`config.mk`:
```
export PLATFORM = sky130hd
export DESIGN_NAME = prga_prog_ctrl
export DESIGN_NICKNAME = d
export VERILOG_FILES = /design/src/rtl/prga_prog_ctrl.sv
export SDC_FILE = /design/constraint.sdc
export NUM_CORES = 1
export LEC_CHECK = 0
export BUFFER_PORTS_ARGS = -buffer_cell sky130_fd_sc_hd__buf_2
export CORE_MARGIN = 4
export CORE_UTILIZATION = 45
export CTS_CLUSTER_SIZE = 24
export DETAILED_ROUTE_END_ITERATION = 12
export GPL_TIMING_DRIVEN = 0
export SLEW_MARGIN = 15
export SYNTH_ARGS = -nofsm -noshare
export SYNTH_HDL_FRONTEND = slang
export SYNTH_SLANG_ARGS = --single-unit
```
`constraint.sdc`:
```
create_clock -name wb_clk_i -period 5.3 [get_ports wb_clk_i]
set_input_delay 0 -clock wb_clk_i [delete_from_list [all_inputs] [get_ports wb_clk_i]]
set_output_delay 0 -clock wb_clk_i [all_outputs]
set_load 0.02 [all_outputs]
```
`src/rtl/prga_prog_ctrl.sv`:
```
// Wishbone-slave bitstream loader for the PRGA fabric: buffers 32-bit words in a
// small FIFO and shifts them MSB-first onto prog_din while sequencing prog_rst/prog_done.
module prga_prog_ctrl #(
    parameter logic [31:0] BASE_ADDR  = 32'h3000_0000,
    parameter int          FIFO_DEPTH = 4,
    parameter int          RST_CYCLES = 16
) (
    input  logic        wb_clk_i,
    input  logic        wb_rst_i,
    input  logic        wbs_stb_i,
    input  logic        wbs_cyc_i,
    input  logic        wbs_we_i,
    input  logic [3:0]  wbs_sel_i,
    input  logic [31:0] wbs_dat_i,
    input  logic [31:0] wbs_adr_i,
    output logic        wbs_ack_o,
    output logic [31:0] wbs_dat_o,
    output logic        prog_rst,
    output logic        prog_we,
    output logic        prog_din,
    output logic        prog_done,
    output logic        irq
);

    localparam int PTR_W = $clog2(FIFO_DEPTH);
    localparam logic [PTR_W:0] PTR_ONE = 1;

    typedef enum logic [2:0] {
        S_IDLE  = 3'd0,
        S_RST   = 3'd1,
        S_LOAD  = 3'd2,
        S_SHIFT = 3'd3,
        S_DONE  = 3'd4
    } state_t;

    state_t         state_q, state_d;
    logic [31:0]    cnt_q, cnt_d;
    logic [31:0]    bitcnt_q, bitcnt_d;
    logic [31:0]    sr_q, sr_d;
    logic [PTR_W:0] wr_ptr_q, wr_ptr_d, rd_ptr_q, rd_ptr_d;
    logic [31:0]    fifo_mem_q [FIFO_DEPTH];
    logic [31:0]    fifo_mem_d [FIFO_DEPTH];
    logic           overflow_q, overflow_d;
    logic           finish_q, finish_d;
    logic           ack_q, ack_d;
    logic [31:0]    dat_q, dat_d;
    logic           prog_rst_q, prog_rst_d;
    logic           prog_we_q, prog_we_d;
    logic           prog_din_q, prog_din_d;
    logic           prog_done_q, prog_done_d;
    logic           irq_q, irq_d;

    logic       req, wr, rd;
    logic [1:0] off;
    logic       start_w, finish_w, abort_w, data_w;
    logic       fifo_empty, fifo_full, accept_state;
    logic       pop, shift_en;
    logic       unused_ok;

    assign unused_ok = ^{wbs_sel_i, wbs_adr_i[1:0]};

    // Gating on ack_q keeps ack from ever being asserted on two consecutive cycles.
    assign req = wbs_stb_i & wbs_cyc_i & (wbs_adr_i[31:4] == BASE_ADDR[31:4]) & ~ack_q;
    assign wr  = req & wbs_we_i;
    assign rd  = req & ~wbs_we_i;
    assign off = wbs_adr_i[3:2];

    assign start_w  = wr && (off == 2'd0) && wbs_dat_i[0];
    assign finish_w = wr && (off == 2'd0) && wbs_dat_i[1];
    assign abort_w  = wr && (off == 2'd0) && wbs_dat_i[2];
    assign data_w   = wr && (off == 2'd2);

    assign fifo_empty   = (wr_ptr_q == rd_ptr_q);
    assign fifo_full    = (wr_ptr_q[PTR_W] != rd_ptr_q[PTR_W]) &&
                          (wr_ptr_q[PTR_W-1:0] == rd_ptr_q[PTR_W-1:0]);
    assign accept_state = (state_q == S_RST) || (state_q == S_LOAD) || (state_q == S_SHIFT);

    always_comb begin
        state_d    = state_q;
        cnt_d      = cnt_q;
        bitcnt_d   = bitcnt_q;
        sr_d       = sr_q;
        wr_ptr_d   = wr_ptr_q;
        rd_ptr_d   = rd_ptr_q;
        fifo_mem_d = fifo_mem_q;
        overflow_d = overflow_q;
        finish_d   = finish_q;
        pop        = 1'b0;
        shift_en   = 1'b0;

        case (state_q)
            S_IDLE, S_DONE: begin
                if (start_w && !abort_w) begin
                    state_d    = S_RST;
                    cnt_d      = 32'(RST_CYCLES);
                    bitcnt_d   = '0;
                    overflow_d = 1'b0;
                    finish_d   = 1'b0;
                    wr_ptr_d   = '0;
                    rd_ptr_d   = '0;
                end
            end
            S_RST: begin
                cnt_d = cnt_q - 32'd1;
                if (cnt_q == 32'd1) state_d = S_LOAD;
            end
            S_LOAD: begin
                if (!fifo_empty) begin
                    pop     = 1'b1;
                    cnt_d   = '0;
                    state_d = S_SHIFT;
                end else if (finish_q) begin
                    state_d = S_DONE;
                end
            end
            S_SHIFT: begin
                shift_en = 1'b1;
                sr_d     = {sr_q[30:0], 1'b0};
                bitcnt_d = bitcnt_q + 32'd1;
                cnt_d    = cnt_q + 32'd1;
                if (cnt_q == 32'd31) begin
                    // Chain straight into the next word so prog_we never drops between words.
                    if (!fifo_empty) begin
                        pop   = 1'b1;
                        cnt_d = '0;
                    end else begin
                        state_d = S_LOAD;
                    end
                end
            end
            default: state_d = S_IDLE;
        endcase

        if (pop) begin
            sr_d     = fifo_mem_q[rd_ptr_q[PTR_W-1:0]];
            rd_ptr_d = rd_ptr_q + PTR_ONE;
        end

        // A pop in the same cycle frees a slot, so a push into a full FIFO still lands.
        if (data_w) begin
            if (accept_state && (!fifo_full || pop)) begin
                fifo_mem_d[wr_ptr_q[PTR_W-1:0]] = wbs_dat_i;
                wr_ptr_d = wr_ptr_q + PTR_ONE;
            end else begin
                overflow_d = 1'b1;
            end
        end

        if (finish_w && accept_state) finish_d = 1'b1;

        if (abort_w) begin
            state_d  = S_IDLE;
            wr_ptr_d = '0;
            rd_ptr_d = '0;
            shift_en = 1'b0;
            bitcnt_d = bitcnt_q;
            cnt_d    = cnt_q;
        end
    end

    always_comb begin
        prog_rst_d  = (state_d == S_IDLE) || (state_d == S_RST);
        prog_we_d   = shift_en;
        prog_din_d  = shift_en & sr_q[31];
        prog_done_d = (state_d == S_DONE);
        irq_d       = (state_d == S_DONE) && (state_q != S_DONE);
        ack_d       = req;
        dat_d       = '0;
        if (rd) begin
            case (off)
                2'd1:    dat_d = {25'd0, finish_q, overflow_q, fifo_empty, fifo_full, state_q};
                2'd3:    dat_d = bitcnt_q;
                default: dat_d = '0;
            endcase
        end
    end

    always_ff @(posedge wb_clk_i) begin
        if (wb_rst_i) begin
            state_q     <= S_IDLE;
            cnt_q       <= '0;
            bitcnt_q    <= '0;
            wr_ptr_q    <= '0;
            rd_ptr_q    <= '0;
            overflow_q  <= 1'b0;
            finish_q    <= 1'b0;
            ack_q       <= 1'b0;
            dat_q       <= '0;
            prog_rst_q  <= 1'b1;
            prog_we_q   <= 1'b0;
            prog_din_q  <= 1'b0;
            prog_done_q <= 1'b0;
            irq_q       <= 1'b0;
        end else begin
            state_q     <= state_d;
            cnt_q       <= cnt_d;
            bitcnt_q    <= bitcnt_d;
            wr_ptr_q    <= wr_ptr_d;
            rd_ptr_q    <= rd_ptr_d;
            overflow_q  <= overflow_d;
            finish_q    <= finish_d;
            ack_q       <= ack_d;
            dat_q       <= dat_d;
            prog_rst_q  <= prog_rst_d;
            prog_we_q   <= prog_we_d;
            prog_din_q  <= prog_din_d;
            prog_done_q <= prog_done_d;
            irq_q       <= irq_d;
        end
    end

    // Datapath storage carries no reset; pointers and state decide what is valid.
    always_ff @(posedge wb_clk_i) begin
        sr_q       <= sr_d;
        fifo_mem_q <= fifo_mem_d;
    end

    assign wbs_ack_o = ack_q;
    assign wbs_dat_o = dat_q;
    assign prog_rst  = prog_rst_q;
    assign prog_we   = prog_we_q;
    assign prog_din  = prog_din_q;
    assign prog_done = prog_done_q;
    assign irq       = irq_q;

endmodule
```
==> impl_metrics.tcl <==
set metrics [dict create \
    synth_nets 1095 \
    p_leak_nw 4.92 \
    async_reset_ff_share_pct 0 \
    drive_above_1_share_pct 22.6 \
    hold_violations 0 \
    drt-met1-wl_um 13300 \
    place.gp.congestion 0.912 \
    port_buffers 102 \
    timing.fmax_ghz 0.275 \
    avgSynthCellArea_um2 12.0 \
    ios 111 \
    critPathMaxFanout 10 \
    cpMaxStageDelayCell "nor4_4" \
    n_antenna_cell 0 \
    dpl.hpwl_um 20100 \
    synth-edff-count 160 \
    timing.final.crit_share_pct 68.6 \
    clock-sinks 273 \
    power.share.sequential_pct 51.0 \
    totalWireLength_um 29500 \
    grt_pass1_vias 8854 \
    slew_headroom_pct 23.6 \
    layout_commonest_cell "edfxtp_1" \
    antenna_found_initial 0 \
    grt_max_degree 32 \
    via_per_inst 5.70 \
    cts_tree "done" \
    dieHeight_um 173 \
    ys_seq_area_share_pct 58.0 \
    grtUsageTotal_pct 19.2 \
    holdBufCountCts 38 \
    dr.pass1.iters 5 \
    worstPathRequired_ps 5560 \
    nets 1273 \
    rows 59 \
    yosys_most_used_dff "edfxtp_1" \
    hold_class "in -> reg" \
    p_int_mw 3.50 \
    placed_area_um2 13200 \
    cts_resized 0 \
    synth.distinct_cells 78 \
    initial_core_util_pct 46.3 \
    met3_length_um 1520 \
    fin_tns_setup_ps 0 \
    startpoint_type "register" \
    setup_viol 0 \
    grt_pass1_wl_um 47100 \
    synth-seq-cells 273 \
    cp_cell_sequence "buf_2, or3_1, clkbuf_1, or4_4, o41ai_4, a22oi_4, nor4_4, buf_8, buf_6" \
    fillers 2269 \
    maxSlewViolCount 0 \
    avgRoutedWirePerCell_um 19.1 \
    comb_power_share_pct 2.3 \
    post_cts_buffers 0 \
    syn_inst 1013 \
    p_total_mw 4.39 \
    worst_ep_arrival_time_ps 3890 \
    syn-cell-area_um2 12200 \
    final_cell_mix "edfxtp_1, dfxtp_1, buf_2" \
    area_growth_pct 19.8 \
    fp.coreArea_um2 26400 \
    dr.first_iter.drc_count 544 \
    cts_max_level 1 \
    wl_met2_um 14000 \
    cp_top_family "simple AND/OR/NAND/NOR gates" \
    crit_buf_inv 4 \
    p_switching_mw 0.888 \
    yosys_warnings 0 \
    top_layer "met4" \
    drtAntennaViolNets 0 \
    die_area_um2 29800 \
    gr-total-overflow 0 \
    ir_drop_mv 0.228 \
    worstMarginPinSlew_ps 1140 \
    placed_cells 1457 \
    stdcell_area_um2 14600 \
    die_width_um 173 \
    drc_errors 0 \
    clk_pin_slew_ps 60 \
    critical-path-max-stage-delay_ps 670 \
    clkPwrFrac_pct 46.7 \
    cts.path.max_buffers 3 \
    clock_skew_ps 18.8 \
    root_buffer "clkbuf_16" \
    status "finished, final reports clean" \
    numCtsBuffers 29 \
    clock_latency_ps 560 \
    grt_setup_unrepaired "no" \
    final.min_clock_period_ps 3640 \
    endpoint_kind "register" \
    p_per_area_nw_per_um2 301 \
    critPathKind "reg -> reg" \
    num_vias 8832 \
    fin_cells 1549 \
    cap_viol_max_count 0 \
    switching_share_pct 20.2 \
]
logic make-up after synthesis:
family                     Yosys count  synth area share [%]
adders and majority gates            9                 0.924
DFF                                273                  58.0
buffers and inverters               92                  3.79
and+or+nand+nor                    362                  15.9
AOI/OAI and AO/OA                  184                  10.4
xor gates and xnor gates            22                  1.58
muxes                               71                  9.45
stage by stage:
step / util (%) / hold slack, ps / setup slack [ps]
floorplan: - / 98.9 / 1670
detailed placement: 50.2 / 220 / 1680
global route: 55.4 / 63.4 / 1510
CTS: 55.4 / 11.7 / 1650
global placement: 49.8 / 218 / 621
finish: 55.4 / 60.8 / 1660
path summary, 6_finish.rpt:
kind,to,start,slack [ps],depth (start not counted)
setup / recovery,fifo_mem_q[20]$_DFFE_PP_,cnt_q[8]$_SDFFE_PP0P_,1660,9
hold / removal,wbs_dat_o[12]$_SDFF_PP0_,wbs_adr_i[2],60,3
setup reg to reg,fifo_mem_q[20]$_DFFE_PP_,cnt_q[8]$_SDFFE_PP0P_,1660,9
hold reg to reg,prog_din$_SDFF_PP0_,sr_q[31]$_DFFE_PP_,440,1
synth_stat cells, types with 24 or more instances:
library cell,n,area share [%]
nand2_1,65,2.0
dfxtp_1,113,19
mux2_2,31,2.9
nand3_1,31,1.3
nor3_1,48,2.0
edfxtp_1,160,39
or3_1,31,1.6
nor2_1,82,2.5
and2_1,24,1.2
o21ai_0,43,1.8
inv_1,24,0.74
mux4_2,32,5.9
a21oi_1,52,2.1
clkbuf_1,43,1.3
worst register-to-register path: stages (launching register included):
cell      delay [ps]
dfxtp_1          300
buf_2            160
or3_1            370
clkbuf_1         180
or4_4            620
o41ai_4          430
a22oi_4          200
nor4_4           680
buf_8            240
buf_6            170
flip-flops by register name, indices dropped and copies added, names as in the netlist, 3 cells and up:
name / cells
fifo_mem_q: 128
bitcnt_q: 32
cnt_q: 32
sr_q: 32
wbs_dat_o: 32
rd_ptr_q: 3
state_q: 3
wr_ptr_q: 3
power by group through the flow:
stage          Clock (mW)  Sequential [mW]  Combinational [mW]
6_report             2.05             2.24              0.0999
5_1_grt              2.19             2.24               0.109
4_1_cts              2.10             2.24               0.100
3_5_place_dp            0             2.29              0.0782
3_3_place_gp            0             2.29              0.0761
2_1_floorplan           0             2.29              0.0306
area by class of cell:
cell class	count	area [um^2]	area share, %
clock buffers	41	811	5.55
clock inverters	13	169	1.16
inverters	24	90.1	0.617
flip-flops and latches	273	7070	48.4
well taps	335	419	2.87
repair buffers	147	1010	6.91
multi-input cells	648	4670	32.0
plain buffers	68	372	2.54
routing by layer:
metal	track usage, %	vias to the layer above
met5	0	-
met4	5.56	0
met3	2.77	61
met2	31.9	267
met1	26.5	4283
li1	-	4221
No activity file was read; power rests on OpenSTA's default activity.
